File: src/rtl/sd_pkg.sv
// Shared types and constants for the sequence-detector stream controller.
package sd_pkg;

  typedef enum logic [0:0] {
    StIdle  = 1'b0,
    StShift = 1'b1
  } sd_state_e;

  localparam logic [3:0] SD_PAT_0110 = 4'b0110;

  localparam int unsigned SD_PAT_LEN_MIN = 2;
  localparam int unsigned SD_PAT_LEN_MAX = 8;
  localparam int unsigned SD_WORD_W_MIN  = 2;

  function automatic bit sd_cfg_ok(input int unsigned word_w, input int unsigned pat_len);
    return (word_w >= SD_WORD_W_MIN) && (pat_len >= SD_PAT_LEN_MIN) &&
           (pat_len <= SD_PAT_LEN_MAX);
  endfunction

endpackage

File: src/rtl/sd_match_core.sv
// Serial pattern matcher: keeps the last PAT_LEN-1 bits plus a fill count.
// SD_STREAM_CTRL_NONOVERLAP_EN clears history after every match.
module sd_match_core
  import sd_pkg::*;
#(
  parameter int unsigned PAT_LEN = 4
) (
  input  logic               clk,
  input  logic               reset_n,
  input  logic               i_bit,
  input  logic               i_bit_vld,
  input  logic [PAT_LEN-1:0] i_pattern,
  input  logic               i_clr,
  output logic               o_match
);

  localparam int unsigned FILL_W = $clog2(PAT_LEN);
  localparam logic [FILL_W-1:0] FILL_FULL = FILL_W'(PAT_LEN - 1);

  logic [PAT_LEN-2:0] r_hist;
  logic [FILL_W-1:0]  r_fill;
  logic [PAT_LEN-1:0] w_window;
  logic               w_full;

  assign w_window = {r_hist, i_bit};
  assign w_full   = (r_fill == FILL_FULL);
  assign o_match  = i_bit_vld && w_full && (w_window == i_pattern);

  always_ff @(posedge clk or negedge reset_n) begin
    if (!reset_n) begin
      r_hist <= '0;
      r_fill <= '0;
    end else if (i_clr) begin
      r_hist <= '0;
      r_fill <= '0;
`ifdef SD_STREAM_CTRL_NONOVERLAP_EN
    end else if (o_match) begin
      r_hist <= '0;
      r_fill <= '0;
`endif
    end else if (i_bit_vld) begin
      r_hist <= w_window[PAT_LEN-2:0];
      if (!w_full) r_fill <= r_fill + 1'b1;
    end
  end

endmodule

File: src/rtl/sd_stream_ctrl.sv
// Word-to-bit streaming controller feeding sd_match_core; counts and flags matches.
// Define SD_STREAM_CTRL_NONOVERLAP_EN for non-overlapping detection.
module sd_stream_ctrl
  import sd_pkg::*;
#(
  parameter int unsigned           WORD_W  = 8,
  parameter int unsigned           PAT_LEN = 4,
  parameter logic [PAT_LEN-1:0]    PAT_RST = PAT_LEN'(SD_PAT_0110),
  parameter int unsigned           CNT_W   = 8
) (
  input  logic               clk,
  input  logic               reset_n,
  input  logic               cfg_we,
  input  logic [PAT_LEN-1:0] cfg_pattern,
  input  logic               cnt_clr,
  input  logic               in_valid,
  input  logic [WORD_W-1:0]  in_data,
  output logic               in_ready,
  output logic               busy,
  output logic               dout,
  output logic [PAT_LEN-1:0] led,
  output logic [CNT_W-1:0]   match_cnt
);

  localparam int unsigned BCNT_W = $clog2(WORD_W);
  localparam logic [BCNT_W-1:0] LAST_BIT = BCNT_W'(WORD_W - 1);
  localparam logic [CNT_W-1:0]  CNT_MAX  = {CNT_W{1'b1}};

  if (!sd_cfg_ok(WORD_W, PAT_LEN)) begin : g_bad_cfg
    $error("sd_stream_ctrl: unsupported WORD_W/PAT_LEN");
  end

  sd_state_e          r_state, w_state_next;
  logic [WORD_W-1:0]  r_shift;
  logic [BCNT_W-1:0]  r_bit_cnt;
  logic [PAT_LEN-1:0] r_pattern;
  logic               r_dout;
  logic [PAT_LEN-1:0] r_led;
  logic [CNT_W-1:0]   r_cnt;
  logic               w_hs, w_cfg, w_bit_vld, w_match;

  assign w_hs      = in_valid && in_ready;
  assign w_bit_vld = (r_state == StShift);
  // Pattern writes are only safe between words; a same-cycle handshake wins.
  assign w_cfg     = cfg_we && (r_state == StIdle) && !w_hs;

  always_ff @(posedge clk or negedge reset_n) begin
    if (!reset_n) r_state <= StIdle;
    else          r_state <= w_state_next;
  end

  always_comb begin
    w_state_next = r_state;
    unique case (r_state)
      StIdle:  if (w_hs) w_state_next = StShift;
      StShift: if (r_bit_cnt == LAST_BIT && !w_hs) w_state_next = StIdle;
      default: w_state_next = StIdle;
    endcase
  end

  always_comb begin
    in_ready = 1'b0;
    busy     = 1'b0;
    unique case (r_state)
      StIdle:  in_ready = 1'b1;
      StShift: begin
        busy     = 1'b1;
        in_ready = (r_bit_cnt == LAST_BIT);
      end
      default: ;
    endcase
  end

  always_ff @(posedge clk or negedge reset_n) begin
    if (!reset_n) begin
      r_shift   <= '0;
      r_bit_cnt <= '0;
    end else if (w_hs) begin
      r_shift   <= in_data;
      r_bit_cnt <= '0;
    end else if (r_state == StShift) begin
      r_shift   <= {r_shift[WORD_W-2:0], 1'b0};
      r_bit_cnt <= r_bit_cnt + 1'b1;
    end
  end

  always_ff @(posedge clk or negedge reset_n) begin
    if (!reset_n)   r_pattern <= PAT_RST;
    else if (w_cfg) r_pattern <= cfg_pattern;
  end

  sd_match_core #(
    .PAT_LEN (PAT_LEN)
  ) u_match (
    .clk       (clk),
    .reset_n   (reset_n),
    .i_bit     (r_shift[WORD_W-1]),
    .i_bit_vld (w_bit_vld),
    .i_pattern (r_pattern),
    .i_clr     (w_cfg),
    .o_match   (w_match)
  );

  always_ff @(posedge clk or negedge reset_n) begin
    if (!reset_n) begin
      r_dout <= 1'b0;
      r_led  <= '0;
      r_cnt  <= '0;
    end else begin
      r_dout <= w_match;
      r_led  <= w_match ? r_pattern : '0;
      if (cnt_clr)                         r_cnt <= '0;
      else if (w_match && r_cnt != CNT_MAX) r_cnt <= r_cnt + 1'b1;
    end
  end

  assign dout      = r_dout;
  assign led       = r_led;
  assign match_cnt = r_cnt;

endmodule

File: config.mk
export PLATFORM = sky130hd
export DESIGN_NAME = sd_stream_ctrl
export DESIGN_NICKNAME = d
export VERILOG_FILES = /design/src/rtl/sd_pkg.sv /design/src/rtl/sd_match_core.sv /design/src/rtl/sd_stream_ctrl.sv
export SDC_FILE = /design/constraint.sdc
export NUM_CORES = 1
export LEC_CHECK = 0
export BUFFER_PORTS_ARGS = -buffer_cell sky130_fd_sc_hd__buf_2
export CAP_MARGIN = 20
export CORE_MARGIN = 2
export CORE_UTILIZATION = 54
export CTS_BUF_LIST = sky130_fd_sc_hd__clkbuf_16
export DETAILED_ROUTE_END_ITERATION = 12
export PLACE_DENSITY = 0.75
export SKIP_LAST_GASP = 1
export SLEW_MARGIN = 5
export SYNTH_ARGS = -nofsm -noshare
export SYNTH_HDL_FRONTEND = slang
export SYNTH_SLANG_ARGS = --single-unit
File: constraint.sdc
create_clock -name clk -period 2 [get_ports clk]
set_input_delay 0.1 -clock clk [delete_from_list [all_inputs] [get_ports clk]]
set_output_delay 0.1 -clock clk [all_outputs]
set_load 0.01 [all_outputs]
After elaboration in Yosys (flattened, before gate mapping)
Cells that the tools add are included.

Add/subtract/negate cells: 3. Equality and inequality tests: 5. Muxes and demuxes: 17. Bitwise logic cells: 1. Reduce and logical (&&, ||, !) cells: 12.

Operators by type and width (number): two-way mux 8 bit (4); two-way mux 3 bit (4); adder 8 x 1 -> 8 bit (second input constant) (1); != test 8 bit (second input constant) (1); logical AND 1 bit (7); two-way mux 2 bit (3); nonzero test 2 bit (3); equality test 4 bit (1); two-way mux 4 bit (1); case mux 1 bit (2 select lines) (2); adder 3 x 1 -> 3 bit (second input constant) (1); equality test 3 bit (second input constant) (1); two-way mux 1 bit (3); adder 2 x 1 -> 2 bit (second input constant) (1); equality test 2 bit (second input constant) (1); != test 2 x 1 -> 1 bit (second input constant) (1); AND reduction 2 bit (1); logical NOT 1 bit (1); inverter 1 bit (1).

Bits in registers: 34. Input port bits: 17. Output and inout bits: 15.

Longest topological paths before layout
Word-level depth: 7. Mapped depth: 6.

By module
A second synthesis with hierarchy kept.

Cells, all modules: 147. Area total of the unflattened synthesis: 1707.9 um2.

Modules (own cells, without submodules): sd_stream_ctrl (instances 1, cells each 120, area each 1422.6 um2, seq. area each 728.2 um2); sd_match_core (instances 1, cells each 27, area each 285.3 um2, seq. area each 125.1 um2).

Worst setup path after synthesis
No wires, ideal clock.

Path kind: register -> register. From: register r_cnt[0], in the netlist match_cnt[0]. To: register r_cnt[5], in the netlist match_cnt[5]. Arrival: 1.488 ns. Data required time: 1.880 ns. Setup slack: 0.392 ns. Cell stages (with the launch flop): 7. Path buffers: 0. Period minus slack after synthesis: 1.608 ns. Cell sequence: dfrtp_1 > ha_1 > nand3_1 > o2111ai_4 > nor3_2 > a21oi_1 > a31o_1.

Longest elaborated chain between the ends: 3. Elaborated cells between the ends (all ways): 6. Those cells by class: add/sub (1); eq/ne (1); mux (2); reduce/logical (2).

RTL lines: from (decl) (RTL line sd_stream_ctrl.sv:39) `logic [CNT_W-1:0] r_cnt;`; from (signal assigned) (RTL line sd_stream_ctrl.sv:113) `else if (w_match && r_cnt != CNT_MAX) r_cnt <= r_cnt + 1'b1;`; adder 8 x 1 -> 8 bit or != test 8 bit (tied branches) (RTL line sd_stream_ctrl.sv:113); two-way mux 8 bit or logical AND 1 bit (tied branches) (RTL line sd_stream_ctrl.sv:113); two-way mux 8 bit or nonzero test 2 bit (tied branches).

Several ways; a longest one is shown, not always the timed one. The select of a mux whose other input is x is not followed. A chain may end at the register's enable or synchronous reset.

Worst setup path after layout
From: register r_bit_cnt[0]. To: output in_ready.

Longest elaborated chain between the ends: 2.

RTL lines: from (decl) (RTL line sd_stream_ctrl.sv:35) `logic [BCNT_W-1:0] r_bit_cnt;`; from (signal assigned) (RTL line sd_stream_ctrl.sv:83) `r_bit_cnt <= r_bit_cnt + 1'b1;`; equality test 3 bit (RTL line sd_stream_ctrl.sv:68) `in_ready = (r_bit_cnt == LAST_BIT);`; case mux 1 bit (2 select lines) (RTL line sd_stream_ctrl.sv:64) `unique case (r_state)`; to (decl) (RTL line sd_stream_ctrl.sv:18) `output logic in_ready,`.

No other way between the ends.

==> flow_summary_export.csv <==
group,metric,value,unit
hold_path,hold_path_class,"input pin to flip-flop",
sta,period_needed,1.73,ns
sta,post-route-period-util,86.5,%
sta,clock.fmax,0.578,GHz
cells_and_area,fin_util,70.1,%
worst_setup_path,startpoint_type,"flip-flop",
global_route,grt_usage,19.9,%
worst_setup_path,worstRegToRegCells,6,
yosys,ys_warn_count,0,
yosys,postSynthAreaPerCell,10.9,sq um
global_route,globalRoute.busiestLayer,"met2",
floorplanning,start_util,57.7,%
route,drc,2,
cells_and_area,area_growth,21.4,%
yosys,synth_top_family_by_area,"simple AND/OR/NAND/NOR gates",
placed_design,gp_routability_congestion,0.867,
clock_network,clock_latency,0.27,ns
run_status,status,"finished with violations",
cells_and_area,regArea,853,sq um
floorplanning,die-area,3450,sq um
power,p_per_area,1410,nW/um^2
global_route,gr-usage-met1,22.0,%
floorplanning,die_h,58.8,um
sta,final-setup-viol-count,0,
sta,worstMarginPinSlew,0.726,ns
yosys,synth_area,1620,sq um
route,routedWlPerCell,13.7,um
cells_and_area,num-fill-cells,208,
yosys,synthSimpleGateAreaFrac,17.8,%
power,total_power,2770,uW
yosys,syn_nets,170,
sta,maxSlewHeadroom,51.6,%
run_status,violations,"design-rule violations",
worst_setup_path,cp-end-kind,"output port",
global_route,grt_remaining_overflow,0,
clock_network,htree_num_levels,2,
power,vdd_drop_max,941,uV
floorplanning,coreArea,2810,sq um
global_route,antenna_found_initial,0,
sta,drv_slew,0,
worst_setup_path,arrival,1.63,ns
clock_network,cts_buffers,5,
yosys,synthAdderAreaFrac,3.09,%
clock_network,cts_root_buf,"clkbuf_16",
worst_setup_path,worstPathRequired,1.90,ns
sta,rsz0062_at_grt,"no",
yosys,synth_xor_area_share,6.96,%
cells_and_area,diodes,0,
cells_and_area,fin_nets,207,
hold_path,hold_depth,2,
yosys,ys_seq_area_share,52.7,%
placed_design,numPortBuffers,31,
yosys,synth_cells,149,
yosys,ys_types,28,
cells_and_area,drive_above_1_share,32.1,%
floorplanning,ios,32,
route,wirelength,2980,um
cells_and_area,multi_input_area,741,sq um
global_route,grt_pass1_vias,1191,
placed_design,place_hpwl,2100,um
route,antenna_left,0,
flow_run,drv_cap,0,
worst_setup_path,worst-path-max-fanout,9,
global_route,use_met2,35.4,%
clock_network,clk_pin_slew_worst_paths,0.05,ns
worst_setup_path,path_class,"flip-flop to output port",
floorplanning,rows,19,
clock_network,clock_sinks,34,
yosys,ys_ff_latch,34,
sta,clock_skew,0.00210,ns
yosys,synth-compound-area-share,9.04,%
global_route,grt_max_degree,35,
route,dr.pass1.iters,8,
yosys,yosys-mux-area-fraction,8.89,%
clock_network,clockBufferDepth,2,
power,leakage,0.000919,uW
route,vias,1213,
route,drtIter0Drc,62,
sta,finalSetupTns,0,ns
floorplanning,die_w,58.8,um
sta,hold_viol,0,
clock_network,cts_tree,"yes",
route,viasPerCell,5.56,
global_route,use_met3,7.03,%
global_route,grt_first_pass_wirelength,5130,um
-- report_power, final --
part	leakage, uW	switching, uW	internal (uW)	total, uW
combinational	0.000412	512	470	981
sequential	0.000440	158	907	1070
clock	0.0000672	272	453	725
-- cell usage in the layout (no fill, tap or decap), types with 2 or more instances in the layout --
master	netlist	layout
nand2b_1	5	5
nor2_1	24	24
dfrtp_1	32	32
buf_2	2	31
buf_4	0	3
o21ai_0	5	5
o22ai_1	9	9
xnor2_1	10	10
nor3_1	2	2
a21oi_1	4	4
mux2_2	11	11
clkbuf_16	0	5
nor4_2	2	2
ha_1	4	4
nand3_1	5	5
mux2i_1	2	2
dfstp_2	2	2
nand2_1	13	13
and2_1	5	5
-- critical path, cell delays in order, from the launching register on --
cell and delay (ns):
dfrtp_1 0.41, ha_1 0.21, ha_1 0.20, nand2b_1 0.20
buf_4 0.19, buf_2 0.14
-- Yosys cell counts --
cell type  instances  area (sq um)
dfrtp_1           32           801
nor2_1            24          90.1
nand2_1           13          48.8
mux2_2            11           124
xnor2_1           10          87.6
o22ai_1            9          56.3
and2_1             5          31.3
nand2b_1           5          31.3
nand3_1            5          25.0
o21ai_0            5          25.0
a21oi_1            4          20.0
ha_1               4          50.1
buf_2              2          10.0
clkbuf_1           2          7.51
dfstp_2            2          52.6
mux2i_1            2          20.0
nor3_1             2          10.0
nor4_2             2          25.0
a31o_1             1          8.76
a32o_1             1          10.0
buf_1              1          3.75
inv_1              1          3.75
nand3_2            1          10.0
nand4_1            1          6.26
nor3_2             1          10.0
o2111ai_4          1          26.3
xnor2_2            1          16.3
xor2_1             1          8.76
-- cells by family after synthesis --
family,count (synthesis)
xor+xnor,12
flops,34
simple gates,59
buf+inv,6
mux,13
compound gates,21
fa+ha+maj,4
-- per-layer routing --
metal / wire, um / vias to the layer above
li1: - / 589
met1: 1230 / 581
met2: 1580 / 41
met3: 154 / 2
met4: 11 / 0
met5: 0 / -
-- final timing paths --
kind                                                  to                     start  slack (ns)
min reg2reg                     r_bit_cnt[2]$_DFFE_PN0P_  r_bit_cnt[2]$_DFFE_PN0P_        0.52
max in group asynchronous       r_pattern[3]$_DFFE_PN0P_                   reset_n        1.11
max                                             in_ready  r_bit_cnt[0]$_DFFE_PN0P_        0.27
min in group asynchronous       match_cnt[6]$_DFFE_PN0P_                   reset_n        0.42
max reg2reg                     match_cnt[5]$_DFFE_PN0P_  match_cnt[0]$_DFFE_PN0P_        0.31
min                        u_match.r_fill[0]$_DFFE_PN0P_                    cfg_we        0.03
-- repair_timing --
item	CTS	global route
hold buffers	1	0
setup buffers	0	0
endpoints found under the hold margin	32	0
resized for setup	0	0
-- stage by stage --
| stage | worst slack (ns) | instance area (sq um) | hold WS, ns | cells |
|---|---|---|---|---|
| after global routing | 0.194 | 1970 | 0.0341 | 218 |
| after detailed placement | 0.323 | 1810 | 0.200 | 209 |
| after CTS | 0.265 | 1970 | 0.0254 | 218 |
| after floorplan | 0.392 | 1620 | -0.196 | 149 |
| final | 0.269 | 1970 | 0.0313 | 218 |
| after global placement | 0.391 | 1810 | 0.195 | 209 |
-- state kept, by name, indices dropped and copies added (netlist names) --
name / flops
r_pattern: 4
r_state: 1
r_bit_cnt: 3
r_shift: 8
u_match.r_hist: 3
match_cnt: 8
dout: 1
u_match.r_fill: 2
led: 4
-- area by class of cell --
cell class,count,share of cell area [%]
inverter,1,0.191
clock buffer,5,6.37
clock inverter,3,0.827
multi-input combinational,109,37.7
timing repair buffer,35,9.55
tap,31,1.97
sequential,34,43.4
Note: power is estimated with default switching activity, not from simulation.
